## src/rtl/sram_arbiter_if.sv

```systemverilog
// ---------------------------------------------------------------------------
// sram_arbiter_if -- bus bundle between the on-chip requesters, the
// round-robin SRAM arbiter and the external SRAM controller.
//
// Requester side (per requester i, packed by index):
//   req_valid[i], req_we_n[i], req_lock[i]      request, write enable (low), lock
//   req_address[18i+17:18i]                     access address
//   req_write_data[16i+15:16i]                  write data
//   req_grant[i]                                access accepted this cycle
//   rd_valid[i], rd_data                        returning read data for requester i
// SRAM side:
//   SRAM_address, SRAM_write_data, SRAM_we_n    registered access to the controller
//   SRAM_read_data                              read data from the controller
//
// Modports: slave = the arbiter, master = requesters plus SRAM controller.
// ---------------------------------------------------------------------------
interface sram_arbiter_if #(
  parameter int NUM_REQ = 3
);
  logic [NUM_REQ-1:0]    req_valid;
  logic [NUM_REQ-1:0]    req_we_n;
  logic [NUM_REQ-1:0]    req_lock;
  logic [NUM_REQ*18-1:0] req_address;
  logic [NUM_REQ*16-1:0] req_write_data;
  logic [NUM_REQ-1:0]    req_grant;
  logic [NUM_REQ-1:0]    rd_valid;
  logic [15:0]           rd_data;
  logic [17:0]           SRAM_address;
  logic [15:0]           SRAM_write_data;
  logic                  SRAM_we_n;
  logic [15:0]           SRAM_read_data;

  modport slave (
    input  req_valid, req_we_n, req_lock, req_address, req_write_data,
    input  SRAM_read_data,
    output req_grant, rd_valid, rd_data,
    output SRAM_address, SRAM_write_data, SRAM_we_n
  );

  modport master (
    output req_valid, req_we_n, req_lock, req_address, req_write_data,
    output SRAM_read_data,
    input  req_grant, rd_valid, rd_data,
    input  SRAM_address, SRAM_write_data, SRAM_we_n
  );
endinterface

```

## src/rtl/sram_arbiter.sv

```systemverilog
// ---------------------------------------------------------------------------
// sram_arbiter -- shares the single external SRAM port between NUM_REQ
// requesters (BIST, UART loader, VGA fetch) with round-robin arbitration.
//
// One access is accepted per clock. The granted request is registered onto
// SRAM_address / SRAM_write_data / SRAM_we_n on the following edge. Each
// issued read carries a requester tag through a READ_LATENCY+1 stage shift
// register so the returning SRAM_read_data is flagged on rd_valid for the
// requester that issued it. A requester holding req_lock while granted
// becomes owner and is the only one that can be granted until it samples
// its lock low; release takes effect one cycle later.
//
// Ports:
//   Clock   rising-edge system clock
//   Resetn  asynchronous active-low reset
//   bus     sram_arbiter_if.slave (requester handshake + SRAM port)
// ---------------------------------------------------------------------------
module sram_arbiter #(
  parameter int NUM_REQ      = 3,
  parameter int READ_LATENCY = 2
) (
  input  logic          Clock,
  input  logic          Resetn,
  sram_arbiter_if.slave bus
);

  localparam int IDW   = (NUM_REQ > 1) ? $clog2(NUM_REQ) : 1;
  localparam int DEPTH = READ_LATENCY + 1;

  typedef struct packed {
    logic           valid;
    logic [IDW-1:0] id;
  } tag_t;

  logic [IDW-1:0]     ptr;
  logic               owner_valid;
  logic [IDW-1:0]     owner_id;
  tag_t               tags [DEPTH];

  logic [17:0]        sram_address;
  logic [15:0]        sram_write_data;
  logic               sram_we_n;

  logic               grant_any;
  logic [IDW-1:0]     grant_id;
  logic [NUM_REQ-1:0] grant;
  logic [NUM_REQ-1:0] rd_valid;

  // Grant selection: owner only while locked, otherwise the first valid
  // requester after ptr. The loop runs from the farthest candidate to the
  // nearest so the nearest valid one is the last (winning) assignment.
  always_comb begin
    // NOTE: every variable gets a default before any branch; a path that
    // leaves one unassigned would infer a latch.
    grant_any = 1'b0;
    grant_id  = '0;
    grant     = '0;
    if (owner_valid) begin
      if (bus.req_valid[owner_id]) begin
        grant_any = 1'b1;
        grant_id  = owner_id;
      end
    end else begin
      for (int k = NUM_REQ; k >= 1; k--) begin
        if (bus.req_valid[(int'(ptr) + k) % NUM_REQ]) begin
          grant_any = 1'b1;
          grant_id  = IDW'((int'(ptr) + k) % NUM_REQ);
        end
      end
    end
    if (grant_any) grant[grant_id] = 1'b1;
  end

  always_ff @(posedge Clock or negedge Resetn) begin
    if (!Resetn) begin
      ptr             <= '0;
      owner_valid     <= 1'b0;
      owner_id        <= '0;
      sram_address    <= '0;
      sram_write_data <= '0;
      sram_we_n       <= 1'b1;
      // NOTE: the tag pipeline is reset, unlike a data RAM; a stale tag
      // surviving reset would raise rd_valid for a read that no longer exists.
      for (int s = 0; s < DEPTH; s++) tags[s] <= '0;
    end else begin
      // NOTE: non-blocking assignments, so every register here sees the
      // pre-edge values regardless of statement order.
      if (grant_any) begin
        ptr             <= grant_id;
        sram_address    <= bus.req_address[int'(grant_id)*18 +: 18];
        sram_write_data <= bus.req_write_data[int'(grant_id)*16 +: 16];
        sram_we_n       <= bus.req_we_n[grant_id];
      end else begin
        sram_we_n       <= 1'b1;
      end

      // Taking ownership wins over release; an owner granted with its lock
      // low is released by the second branch in the same edge.
      if (grant_any && bus.req_lock[grant_id]) begin
        owner_valid <= 1'b1;
        owner_id    <= grant_id;
      end else if (owner_valid && !bus.req_lock[owner_id]) begin
        owner_valid <= 1'b0;
      end

      tags[0].valid <= grant_any && bus.req_we_n[grant_id];
      tags[0].id    <= grant_id;
      for (int s = 1; s < DEPTH; s++) tags[s] <= tags[s-1];
    end
  end

  // Last stage lines up with SRAM_read_data for the read it tracks.
  always_comb begin
    rd_valid = '0;
    if (tags[DEPTH-1].valid) rd_valid[tags[DEPTH-1].id] = 1'b1;
  end

  assign bus.req_grant       = grant;
  assign bus.rd_valid        = rd_valid;
  assign bus.rd_data         = bus.SRAM_read_data;
  assign bus.SRAM_address    = sram_address;
  assign bus.SRAM_write_data = sram_write_data;
  assign bus.SRAM_we_n       = sram_we_n;

endmodule

```

## src/flat_wrapper.sv

```systemverilog
// flat-port wrapper written by rule: the top's interface ports become plain ports
module sram_arbiter_flat 
#(
  parameter int NUM_REQ      = 3,
  parameter int READ_LATENCY = 2
)
  (Clock, Resetn, bus_req_valid, bus_req_we_n, bus_req_lock, bus_req_address, bus_req_write_data, bus_SRAM_read_data, bus_req_grant, bus_rd_valid, bus_rd_data, bus_SRAM_address, bus_SRAM_write_data, bus_SRAM_we_n);
  sram_arbiter_if #(.NUM_REQ(NUM_REQ)) bus_i ();
  input  logic Clock;
  input  logic Resetn;
  input wire logic [$bits(bus_i.req_valid)-1:0] bus_req_valid;
  input wire logic [$bits(bus_i.req_we_n)-1:0] bus_req_we_n;
  input wire logic [$bits(bus_i.req_lock)-1:0] bus_req_lock;
  input wire logic [$bits(bus_i.req_address)-1:0] bus_req_address;
  input wire logic [$bits(bus_i.req_write_data)-1:0] bus_req_write_data;
  input wire logic [$bits(bus_i.SRAM_read_data)-1:0] bus_SRAM_read_data;
  output wire logic [$bits(bus_i.req_grant)-1:0] bus_req_grant;
  output wire logic [$bits(bus_i.rd_valid)-1:0] bus_rd_valid;
  output wire logic [$bits(bus_i.rd_data)-1:0] bus_rd_data;
  output wire logic [$bits(bus_i.SRAM_address)-1:0] bus_SRAM_address;
  output wire logic [$bits(bus_i.SRAM_write_data)-1:0] bus_SRAM_write_data;
  output wire logic [$bits(bus_i.SRAM_we_n)-1:0] bus_SRAM_we_n;
  assign bus_i.req_valid = bus_req_valid;
  assign bus_i.req_we_n = bus_req_we_n;
  assign bus_i.req_lock = bus_req_lock;
  assign bus_i.req_address = bus_req_address;
  assign bus_i.req_write_data = bus_req_write_data;
  assign bus_i.SRAM_read_data = bus_SRAM_read_data;
  assign bus_req_grant = bus_i.req_grant;
  assign bus_rd_valid = bus_i.rd_valid;
  assign bus_rd_data = bus_i.rd_data;
  assign bus_SRAM_address = bus_i.SRAM_address;
  assign bus_SRAM_write_data = bus_i.SRAM_write_data;
  assign bus_SRAM_we_n = bus_i.SRAM_we_n;
  sram_arbiter #(.NUM_REQ(NUM_REQ), .READ_LATENCY(READ_LATENCY)) u_core (.Clock(Clock), .Resetn(Resetn), .bus(bus_i));
endmodule
```

## config.mk

```make
export PLATFORM = sky130hd
export DESIGN_NAME = sram_arbiter_flat
export DESIGN_NICKNAME = d
export VERILOG_FILES = /design/src/rtl/sram_arbiter_if.sv /design/src/rtl/sram_arbiter.sv /design/src/flat_wrapper.sv
export SDC_FILE = /design/constraint.sdc
export NUM_CORES = 1
export LEC_CHECK = 0
export CORE_MARGIN = 5
export CORE_UTILIZATION = 33
export DETAILED_ROUTE_END_ITERATION = 10
export PLACE_DENSITY = 0.74
export SLEW_MARGIN = 20
export SYNTH_ARGS = -nofsm -noshare
export SYNTH_HDL_FRONTEND = slang
export SYNTH_SLANG_ARGS = --single-unit
```

## constraint.sdc

```tcl
create_clock -name Clock -period 2.7 [get_ports Clock]
set_input_delay 0.54 -clock Clock [delete_from_list [all_inputs] [get_ports Clock]]
set_output_delay 0.54 -clock Clock [all_outputs]
set_load 0.005 [all_outputs]
```

==> key figures <==
Status
  – Status: finished with violations
  – Failing checks: negative setup slack

Placement
  – GP Congestion: 0.846
  – Post-detail-place hpwl: 6990 um
  – Place WS: -0.495 ns
  – IO buf count: 153
  – Area after DPL: 4520 um^2

Routing
  – Via density: 5.14
  – WL per Instance: 17.4 um
  – Final Routed Wirelength: 9150 um
  – Drt pass-1 iters: 4
  – DRC Markers: 0
  – Via count: 2,697
  – Initial DRC count: 96
  – ANT nets after route: 0

Final layout
  – Area of the multi-input gates: 1460 um^2
  – Filler instances: 749
  – Antenna cells: 0
  – Layout area overhead: 65.4%
  – Final Net Count: 549
  – Fin area: 4750 um^2
  – Core Util, Final: 55.3%
  – Layout cell share with drive strength beyond 1: 19.4%
  – Register area: 1230 um^2

Critical path
  – Crit end category: output pin
  – Worst-path maximum fanout: 7
  – Data arrival time of the worst path: 2.16 ns
  – Reg2reg start: u_core.ptr[0]
  – Startpoint class of the critical path: flop
  – Crit Path Category: reg2out
  – Worst path required time: 2.16 ns
  – Crit. Startpoint: u_core.ptr[1]

Power and ir drop
  – Pwr/cell area: 1300 nW/um^2
  – Worst vdd ir: 0.614 mV
  – Leak pwr: 0.00196 uW

Synth
  – Top_reg_cell synth: dfrtp_1
  – Yosys Warn Count: 0
  – Synth Register Bits: 49
  – Post-synthesis sequential area ratio: 42.7%
  – Post-Syn Instances: 256
  – Number of synthesized flops with an enable pin: 0
  – Syn Nets: 389
  – Library cells used by synthesis: 44
  – Cell Area, Synth: 2870 um^2
  – Syn Area/Cell: 11.2 um^2
  – Synth async-reset ratio: 100%

STA
  – Max Slew Vio Count: 0
  – Setup TNS: -0.00293 ns
  – Min Tclk post-route: 2.70 ns
  – Clock Skew: 0.00501 ns
  – Final hold vios: 0
  – Final period util: 100%
  – Worst hold margin: 0.353 ns
  – Fmax: 370 MHz
  – RSZ-0062 raised after global routing: yes
  – Setup WS post-layout: -0.00201 ns
  – Setup violations, final: 2
  – Worst Tran Pin Value: 0.955 ns
  – Relative slew slack: 36.3%

Clock tree
  – Clock Root Buffer: clkbuf_8
  – Number of clock sinks: 49
  – CTS tree: done
  – Clk Latency, worst-skew pair: 0.29 ns
  – Hold_buf cts: 0
  – Total CTS buffers: 5
  – Clk buf depth: 2
  – Clock transition at path regs: 0.09 ns
  – CTS H-tree depth: 2

Floorplan
  – Num rows: 34
  – Core Area: 8590 um^2
  – Top-Level Pins: 186
  – Die X: 103 um
  – Die ar.: 10,700 um^2
  – Initial Utilization: 33.4%
  – Die Height: 103 um

Global routing
  – Vias in the first global route: 2,941
  – Largest net degree at the start of global routing: 43
  – First-pass GRT wire length: 14,200 um
  – Initial antenna violation count: 0
  – GRT overflow: 0
  – GR Util All Layers: 17.0%

Min path
  – HP Start: u_core.tags[4]
  – Hold Crit Class: reg2reg

Flow run
  – Max Cap Viol: 0
## cells in the final DEF (no fill, tap or decap), drive strengths merged, types with 3 or more instances in the layout
cell	synthesis	routed
a21boi	3	3
a21oi	7	7
a22oi	35	35
and3b	4	4
buf	32	37
clkbuf	2	7
clkdlybuf4s50	0	146
dfrtp	48	48
dlygate4sd2	0	3
ha	4	4
inv	5	5
mux2	3	3
mux2i	41	41
nand2	5	5
nand3b	3	3
o21ai	39	39
## metal layers
| metal | GRT usage (%) | up-vias | wire length [um] |
|---|---|---|---|
| met3 | 5.63 | 18 | 863 |
| met5 | 0 | - | 0 |
| li1 | - | 1270 | - |
| met4 | 5.98 | 0 | 183 |
| met2 | 29.6 | 131 | 4720 |
| met1 | 19.4 | 1278 | 3390 |
## report_power, final
| group | switching [uW] | leakage [uW] | internal [uW] |
|---|---|---|---|
| Combinational | 2000 | 0.00131 | 2220 |
| Sequential | 263 | 0.000591 | 1150 |
| Clock | 236 | 0.0000585 | 302 |
## critical path, cell delays in order (launching register included)
cell      delay [ns]
dfrtp_1         0.41
buf_6           0.14
ha_4            0.31
mux2_2          0.35
a21oi_2         0.13
o311ai_2        0.12
buf_4           0.15
nand3_2         0.08
nor2_2          0.05
buf_2           0.14
## final timing paths
| kind | cells after the start | slack [ns] | endpoint |
|---|---|---|---|
| setup / recovery | 9 | -0.002 | bus_req_grant[0] |
| hold / removal | 0 | 0.35 | u_core.tags[1] |
| setup reg to reg | 11 | 0.02 | u_core.bus.SRAM_write_data[4] |
| hold reg to reg | 0 | 0.35 | u_core.tags[1] |
| max in group asynchronous | 2 | 1.60 | u_core.ptr[0] |
| min in group asynchronous | 1 | 0.39 | u_core.bus.SRAM_address[15] |
## cells by family (layout without fill, tap and decap cells)
logic type,Yosys count,after routing,synth area share [%]
AOI/OAI and AO/OA,97,97,24.2
adders and majority gates,4,4,1.74
buffers and inverters,39,200,10.0
DFF,49,49,42.7
muxes,44,44,15.9
and+or+nand+nor,23,23,5.40
## repair_timing
action / in CTS / in global routing
setup buffers: 4 / 0
resized for setup: 32 / 7
endpoints found under the setup margin: 19 / 19
pin swaps: 11 / 2
## through the flow
| stage | power [uW] | std cells |
|---|---|---|
| 2_1_floorplan | 3940 | 256 |
| 5_1_grt | 6700 | 525 |
| 3_3_place_gp | 5380 | 513 |
| 4_1_cts | 6230 | 525 |
| 6_report | 6170 | 525 |
| 3_5_place_dp | 5490 | 513 |
## registers in the layout, indices dropped and copies added (netlist names)
signal / flops
u_core.bus.SRAM_address: 18
u_core.bus.SRAM_we_n: 1
u_core.bus.SRAM_write_data: 16
u_core.owner_id: 2
u_core.owner_valid: 1
u_core.ptr: 2
u_core.tags: 9
## cell type report
class / count / area share, %
clock buffer: 7 / 1.82
clock inverter: 1 / 0.632
inverter: 5 / 0.395
multi-input combinational: 168 / 30.7
sequential: 49 / 25.8
tap: 108 / 2.84
timing repair buffer: 187 / 37.8
## synthesized netlist by cell type, types with 2 or more instances
cell | count | share of area (%)
a22o_1 | 2 | 0.61
buf_4 | 19 | 5.0
a22oi_1 | 31 | 8.1
a21boi_0 | 2 | 0.52
nor3b_1 | 2 | 0.52
mux2i_1 | 40 | 14
nand3b_1 | 3 | 0.78
ha_1 | 4 | 1.7
dfrtp_1 | 48 | 42
buf_2 | 5 | 0.87
a21oi_1 | 7 | 1.2
a22oi_2 | 4 | 1.7
o21ai_2 | 8 | 2.4
and3b_1 | 4 | 1.2
buf_6 | 8 | 3.1
o21ai_0 | 24 | 4.2
nand3_1 | 2 | 0.35
nand2_1 | 5 | 0.65
inv_1 | 5 | 0.65
o21ai_1 | 7 | 1.2
mux2_2 | 3 | 1.2
No activity file was read; power rests on OpenSTA's default activity.
